**config.mk**
```make
export PLATFORM = sky130hd
export DESIGN_NAME = berzerk_input_cond
export DESIGN_NICKNAME = d
export VERILOG_FILES = /design/src/rtl/berzerk_input_cond.sv
export SDC_FILE = /design/constraint.sdc
export NUM_CORES = 1
export LEC_CHECK = 0
export BUFFER_PORTS_ARGS = -buffer_cell sky130_fd_sc_hd__buf_2
export CAP_MARGIN = 10
export CORE_ASPECT_RATIO = 1.4
export CORE_UTILIZATION = 59
export CTS_BUF_LIST = sky130_fd_sc_hd__clkbuf_8
export CTS_CLUSTER_SIZE = 8
export DETAILED_ROUTE_END_ITERATION = 6
export GPL_ROUTABILITY_DRIVEN = 0
export PLACE_DENSITY = 0.9
export SYNTH_ARGS = -nofsm -noshare
export SYNTH_HDL_FRONTEND = slang
export SYNTH_SLANG_ARGS = --single-unit
```
**constraint.sdc**
```tcl
create_clock -name clk_sys -period 1.93 [get_ports clk_sys]
set_input_delay 0.386 -clock clk_sys [delete_from_list [all_inputs] [get_ports clk_sys]]
set_output_delay 0.386 -clock clk_sys [all_outputs]
set_load 0.005 [all_outputs]
```
**src/rtl/berzerk_input_cond.sv**
```systemverilog
// Berzerk control conditioning: synchronises and debounces the merged
// joystick bits, optionally neutralises opposing directions, and turns coin
// presses into queued fixed-width coin pulses that honour CPU pause.
module berzerk_input_cond #(
  parameter int unsigned DEB_CYCLES   = 40000,
  parameter int unsigned COIN_ON      = 4000000,
  parameter int unsigned COIN_OFF     = 4000000,
  parameter int unsigned COIN_MAX     = 3,
  parameter int unsigned SOCD_NEUTRAL = 1
) (
  input  logic       clk_sys,
  input  logic       reset,
  input  logic [8:0] joy_in,
  input  logic       pause_cpu,
  output logic       m_right,
  output logic       m_left,
  output logic       m_down,
  output logic       m_up,
  output logic       m_fire,
  output logic       m_start1,
  output logic       m_start2,
  output logic       m_pause,
  output logic       coin_out,
  output logic [1:0] coin_pending,
  output logic       coin_overflow
);

  localparam int unsigned MAX_AB = (DEB_CYCLES > COIN_ON) ? DEB_CYCLES : COIN_ON;
  localparam int unsigned MAX_C  = (MAX_AB > COIN_OFF) ? MAX_AB : COIN_OFF;
  localparam int unsigned CW     = (MAX_C < 1) ? 1 : $clog2(MAX_C + 1);
  localparam logic [1:0]  PMAX   = 2'(COIN_MAX);

  typedef enum logic [1:0] {
    S_IDLE = 2'd0,
    S_ON   = 2'd1,
    S_OFF  = 2'd2
  } coin_state_t;

  logic [8:0]    sync1_q, sync2_q;
  logic [8:0]    stable;
  logic [8:0]    masked;
  logic [7:0]    out_q;
  logic          coin_prev_q, coin_rise_q;
  logic [1:0]    pending_q, pending_d;
  logic          overflow_q, overflow_d;
  logic          coin_start, coin_inc;
  coin_state_t   state_q;
  logic [CW-1:0] timer_q;
  logic          coin_out_q;

  // Two-flop synchroniser on every raw input bit
  always_ff @(posedge clk_sys) begin
    if (reset) begin
      sync1_q <= '0;
      sync2_q <= '0;
    end else begin
      sync1_q <= joy_in;
      sync2_q <= sync1_q;
    end
  end

  generate
    if (DEB_CYCLES == 0) begin : g_nodeb
      assign stable = sync2_q;
    end else begin : g_deb
      logic [8:0]    deb_q;
      logic [CW-1:0] cnt_q [9];

      // Per-bit debounce: adopt the synced value after DEB_CYCLES straight mismatches
      always_ff @(posedge clk_sys) begin
        if (reset) begin
          deb_q <= '0;
          for (int unsigned b = 0; b < 9; b++) cnt_q[b] <= '0;
        end else begin
          for (int unsigned b = 0; b < 9; b++) begin
            if (sync2_q[b] == deb_q[b]) begin
              cnt_q[b] <= '0;
            end else if (cnt_q[b] == CW'(DEB_CYCLES - 1)) begin
              deb_q[b] <= sync2_q[b];
              cnt_q[b] <= '0;
            end else begin
              cnt_q[b] <= cnt_q[b] + CW'(1);
            end
          end
        end
      end

      assign stable = deb_q;
    end
  endgenerate

  // Opposing-direction neutralisation; fire, starts and pause pass untouched
  always_comb begin
    masked = stable;
    if (SOCD_NEUTRAL != 0) begin
      if (stable[3] && stable[2]) masked[3:2] = '0;
      if (stable[1] && stable[0]) masked[1:0] = '0;
    end
  end

  // Output register; coin is excluded because it leaves through the pulse shaper
  always_ff @(posedge clk_sys) begin
    if (reset) out_q <= '0;
    else       out_q <= {masked[8], masked[6:0]};
  end

  assign m_right  = out_q[0];
  assign m_left   = out_q[1];
  assign m_down   = out_q[2];
  assign m_up     = out_q[3];
  assign m_fire   = out_q[4];
  assign m_start1 = out_q[5];
  assign m_start2 = out_q[6];
  assign m_pause  = out_q[7];

  // Registered rising-edge detect on the debounced coin bit
  always_ff @(posedge clk_sys) begin
    if (reset) begin
      coin_prev_q <= 1'b0;
      coin_rise_q <= 1'b0;
    end else begin
      coin_prev_q <= stable[7];
      coin_rise_q <= stable[7] & ~coin_prev_q;
    end
  end

  // Queue bookkeeping: saturating enqueue, dequeue on pulse start, overflow on drop
  always_comb begin
    coin_start = (state_q == S_IDLE) && (pending_q != 2'd0) && !pause_cpu;
    coin_inc   = coin_rise_q && (pending_q < PMAX);
    overflow_d = coin_rise_q && (pending_q == PMAX);
    pending_d  = pending_q;
    if (coin_inc && !coin_start)      pending_d = pending_q + 2'd1;
    else if (!coin_inc && coin_start) pending_d = pending_q - 2'd1;
  end

  // Coin pulse FSM with pause-frozen timer and registered outputs
  always_ff @(posedge clk_sys) begin
    if (reset) begin
      state_q    <= S_IDLE;
      timer_q    <= '0;
      coin_out_q <= 1'b0;
      pending_q  <= '0;
      overflow_q <= 1'b0;
    end else begin
      pending_q  <= pending_d;
      overflow_q <= overflow_d;
      case (state_q)
        S_IDLE: begin
          if (coin_start) begin
            state_q    <= S_ON;
            timer_q    <= '0;
            coin_out_q <= 1'b1;
          end
        end
        S_ON: begin
          if (!pause_cpu) begin
            if (timer_q == CW'(COIN_ON - 1)) begin
              state_q    <= S_OFF;
              timer_q    <= '0;
              coin_out_q <= 1'b0;
            end else begin
              timer_q <= timer_q + CW'(1);
            end
          end
        end
        S_OFF: begin
          if (!pause_cpu) begin
            if (timer_q == CW'(COIN_OFF - 1)) state_q <= S_IDLE;
            else                              timer_q <= timer_q + CW'(1);
          end
        end
        default: begin
          state_q    <= S_IDLE;
          timer_q    <= '0;
          coin_out_q <= 1'b0;
        end
      endcase
    end
  end

  assign coin_out      = coin_out_q;
  assign coin_pending  = pending_q;
  assign coin_overflow = overflow_q;

endmodule

```
Word-level counts from Yosys, hierarchy flattened

Memory sizes are Yosys's and may differ from the RTL's.
Index checks and enable logic that the tools add are counted.

Output and inout bits: 12
Bits in writable memories: 198
Memories kept: 1
Bits of input ports: 12
Register bits: 65
Word-level logic and storage cells: 276

Bitwise gates (word level): 39
Eq/ne operators: 28
Reduce and logical (&&, ||, !) cells: 28
Muxes and demuxes: 146
Magnitude comparators: 1
$add $sub $neg: 12

Memories:

| memory      | words | bits a word | read ports | clocked after memory_dff | write ports | RTL line | RTL |
|---|---|---|---|---|---|---|---|
| g_deb.cnt_q | 9     | 22          | 9          | 0                        | 9           | 67       | `logic [CW-1:0] cnt_q [9];` |

Operators by type and width:

| kind                    | count |
|---|---|
| $mux W22                | 32 |
| $add A22 B1 Y22 const B | 10 |
| $eq A22 B16 Y1 const B  | 9 |
| $mux W1                 | 104 |
| $pmux W22 S3            | 1 |
| $or A1 B1 Y1            | 27 |
| $eq A22 B22 Y1 const B  | 1 |
| $reduce_and A2 Y1       | 9 |
| $mux W2                 | 7 |
| $ne A2 B2 Y1 const B    | 6 |
| $not A1 Y1              | 11 |
| $eq A1 B1 Y1            | 9 |
| $logic_and A1 B1 Y1     | 8 |
| $reduce_and A4 Y1       | 2 |
| $pmux W2 S3             | 1 |
| $reduce_and A5 Y1       | 1 |
| $eq A2 B2 Y1 const B    | 2 |
| $reduce_bool A2 Y1      | 2 |
| $reduce_or A2 Y1        | 2 |
| $logic_not A1 Y1        | 3 |
| $pmux W1 S3             | 1 |
| $add A2 B1 Y2 const B   | 1 |
| $eq A2 B1 Y1 const B    | 1 |
| $logic_not A2 Y1        | 1 |
| other kinds (3)         | 3 |

Logic depth before layout (Yosys ltp)

Word-level depth: 7
Depth in mapped cells: 10
Mapped depth without buffers: 8

Worst setup path after synthesis

OpenSTA, ideal clock, no wires.

Path kind: flip-flop to flip-flop
Start point: memory g_deb.cnt_q[3][8] in the netlist's numbering
End point: memory g_deb.cnt_q[3][14] in the netlist's numbering (data pin)
Path slack: -140 ps
Cell stages (with the launch flop): 7
Library setup time: 257 ps
Clock period less this slack: 2,070 ps
Data arrival time: 1,813 ps
Buffers on the path: 1
Required time: 1,673 ps
Path through: edfxtp_1 > or4b_2 > nor4_1 > and4_1 > or3_1 > buf_2 > nor2_1

RTL lines:

| element     | RTL line |
|---|---|
| from (decl) | 67 |

==> results.ini <==
[synthesis]
synth_seq_cells = 263
synth_area_leaders = edfxtp_1, dfxtp_1, xor2_1
synthArstFlopShare = 0
synth_top_area_share = 0.451
synthDistinctLibCells = 57
synthTopCellsByCount = nor2_1, edfxtp_1, xor2_1, nand3_1
synth-edff-count = 198
ys_warn_count = 0
synth_cells = 1252
synth_area_per_cell_um2 = 10.5
ys_seq_area_frac = 0.549
synthesis.area_um2 = 13200
yosys.area.top_type = edfxtp_1
synth_most_common_cell = nor2_1
ys.flop_type = edfxtp_1

[worst_setup_path]
critPathRequiredTime_ns = 2.23
worst-setup-path-type = flip-flop to flip-flop
rr_startpoint = g_deb.cnt_q[7][20]$_SDFFCE_PN0P_
critical_path.top_delay_family = simple AND/OR/NAND/NOR gates
setup.worst_path.start = g_deb.cnt_q[7][20]$_SDFFCE_PN0P_
path_max_fanout = 6
cp_num_buf_inv = 0
path_cells = or4_4 -> nor4_4 -> and4_4 -> or3_4 -> nor2_1
worstSetupEndpointType = flip-flop
arrival_ns = 2.44
slowest_delay_ns = 0.62
critPathSlowestCell = or4_4
worstSetupStartpointType = flip-flop

[global_routing]
grt_pass1_vias = 11145
track_usage = 0.278
grt_max_degree = 65
antenna_found_initial = 0
overflow = 0
grt_pass1_wl_mm = 50.5

[run]
max_cap_viol_count = 0

[sta]
period_share = 1.11
clock.fmax_mhz = 468
setup_viol_count_final = 85
slew_violations = 0
rsz0062_at_grt = yes
hold_viol = 0
period_minus_slack_ns = 2.13
fin_ws_ns = -0.205
finalClockSkew_ns = 0.0216

[floorplan]
die_y_um = 179
die-area_um2 = 23000
core_um2 = 21900
num_rows = 64
io_pins = 24
dieWidth_um = 128
start_util = 0.604

[run_status]
violations = setup timing
status = complete, but fails checks

[cts]
cts-root-buf = clkbuf_8
htreeDepth = 2
cts_sinks = 263
cts_tree = done
numCtsBuffers = 42
clkLatencyLatePin_ns = 0.57
clkTransAtPathRegs_ns = 0.07
hold_buffers = 0
clockBufferDepth = 3

[routing]
num_vias = 11456
post-route-drc-count = 0
drt_iter0_markers = 1187
post_drt_wl_per_cell_um = 18.9
via_per_inst = 5.79
wl_mm = 37.3
ant_nets = 0
drt_first_pass_iters = 6

[place]
dp.cells = 1867
io_buffers = 23
pre_cts_ws_ns = -0.108
dp_hpwl_mm = 18.8

[layout]
final_core_util = 0.782
syn2layout_area_growth_pct = 29.6
final_nets = 1675
drive_above_1_share = 0.227
n_antenna_cell = 0
fill_cells = 1141
finalNonFillerCells = 1977

[hold_path]
min_from = joy_in[4]
hold_class = primary input to flip-flop

[power_and_ir_drop]
leakagePower_uw = 0.00651
peakVddDrop_uv = 610
p_per_area_nw_per_um2 = 709
p_total_uw = 12100

## cells by family (layout without fill, tap and decap cells)
logic type      count (synthesis)  after routing  synth area share
simple gates                  664            676             0.255
buf+inv                        61            280            0.0202
xor+xnor                      202            202             0.134
fa+ha+maj                      14             14            0.0133
mux                            11             11           0.00834
compound gates                 36             36            0.0193
other cells                     1            198          0.000284
flops                         263            263             0.549
## metal layers
layer  GRT usage  wire (um)  vias to the layer above
met1       0.284      12700                     5437
met3      0.0513       2880                      239
li1            -          -                     5075
met2       0.523      19200                      705
met4       0.158       2550                        0
met5           0          0                        -
## path summary, 6_finish.rpt
path / end / slack (ns) / cells past startpoint
setup / recovery: g_deb.cnt_q[7][0]$_SDFFCE_PN0P_ / -0.20 / 5
hold reg to reg: coin_rise_q$_SDFF_PP0_ / 0.43 / 1
hold / removal: sync1_q[4]$_SDFF_PP0_ / 0.04 / 2
setup reg to reg: g_deb.cnt_q[7][0]$_SDFFCE_PN0P_ / -0.20 / 5
## where the power goes
part	total (uW)	leakage (uW)	switching [uW]	internal [uW]
Combinational	1050	0.00346	595	454
Clock	4570	0.000479	2270	2300
Sequential	6510	0.00258	222	6290
Total	12100	0.00651	3090	9050
## state kept, by name, summed over array words and instances (netlist names)
signal,flops
g_deb.deb_q,9
out_q,8
sync2_q,9
state_q,2
g_deb.cnt_q,198
coin_prev_q,1
coin_pending,2
coin_overflow,1
coin_out,1
coin_rise_q,1
timer_q,22
sync1_q,9
## layout make-up
class / instances / area (um^2) / area share
flip-flops and latches: 263 / 7270 / 0.425
multi-input cells: 1137 / 7150 / 0.418
repair buffers: 183 / 1440 / 0.0842
clock buffers: 49 / 674 / 0.0394
well taps: 297 / 372 / 0.0217
clock inverters: 26 / 104 / 0.00607
inverters: 22 / 87.6 / 0.00512
## what timing repair did
action	in CTS	in global routing
endpoints found under the setup margin	165	198
pin swaps	17	77
cloned	10	3
setup buffers	6	17
gates resized for setup	46	117
## per-stage QoR
stage,area [um^2],hold slack (ns),TNS [ns]
2_1_floorplan,14000,0.367,-1.78
3_3_place_gp,15400,0.376,-0.314
3_5_place_dp,15400,0.383,-7.53
4_1_cts,16500,0.0389,-0.0480
5_1_grt,17100,0.0378,-10.93
6_report,17100,0.0351,-5.99
## cell usage in the layout, fill, tap and decap left out, types with 9 or more instances in the layout
master      n
dfxtp_2     9
inv_1      42
mux2i_1    11
or3_4      20
nor3_2     11
dfxtp_1    53
nor3_1     29
clkbuf_8   49
edfxtp_1  198
nand4_1    47
nand2_1    71
and3_1     32
buf_4     147
nor2_1    218
or3_1       9
nand3_1    75
xnor2_1    72
and4_1     19
nor2b_1    25
nor4_1     10
nor2_2     28
conb_1    198
xor2_1    128
buf_2      23
(Power assumes the default switching activity.)
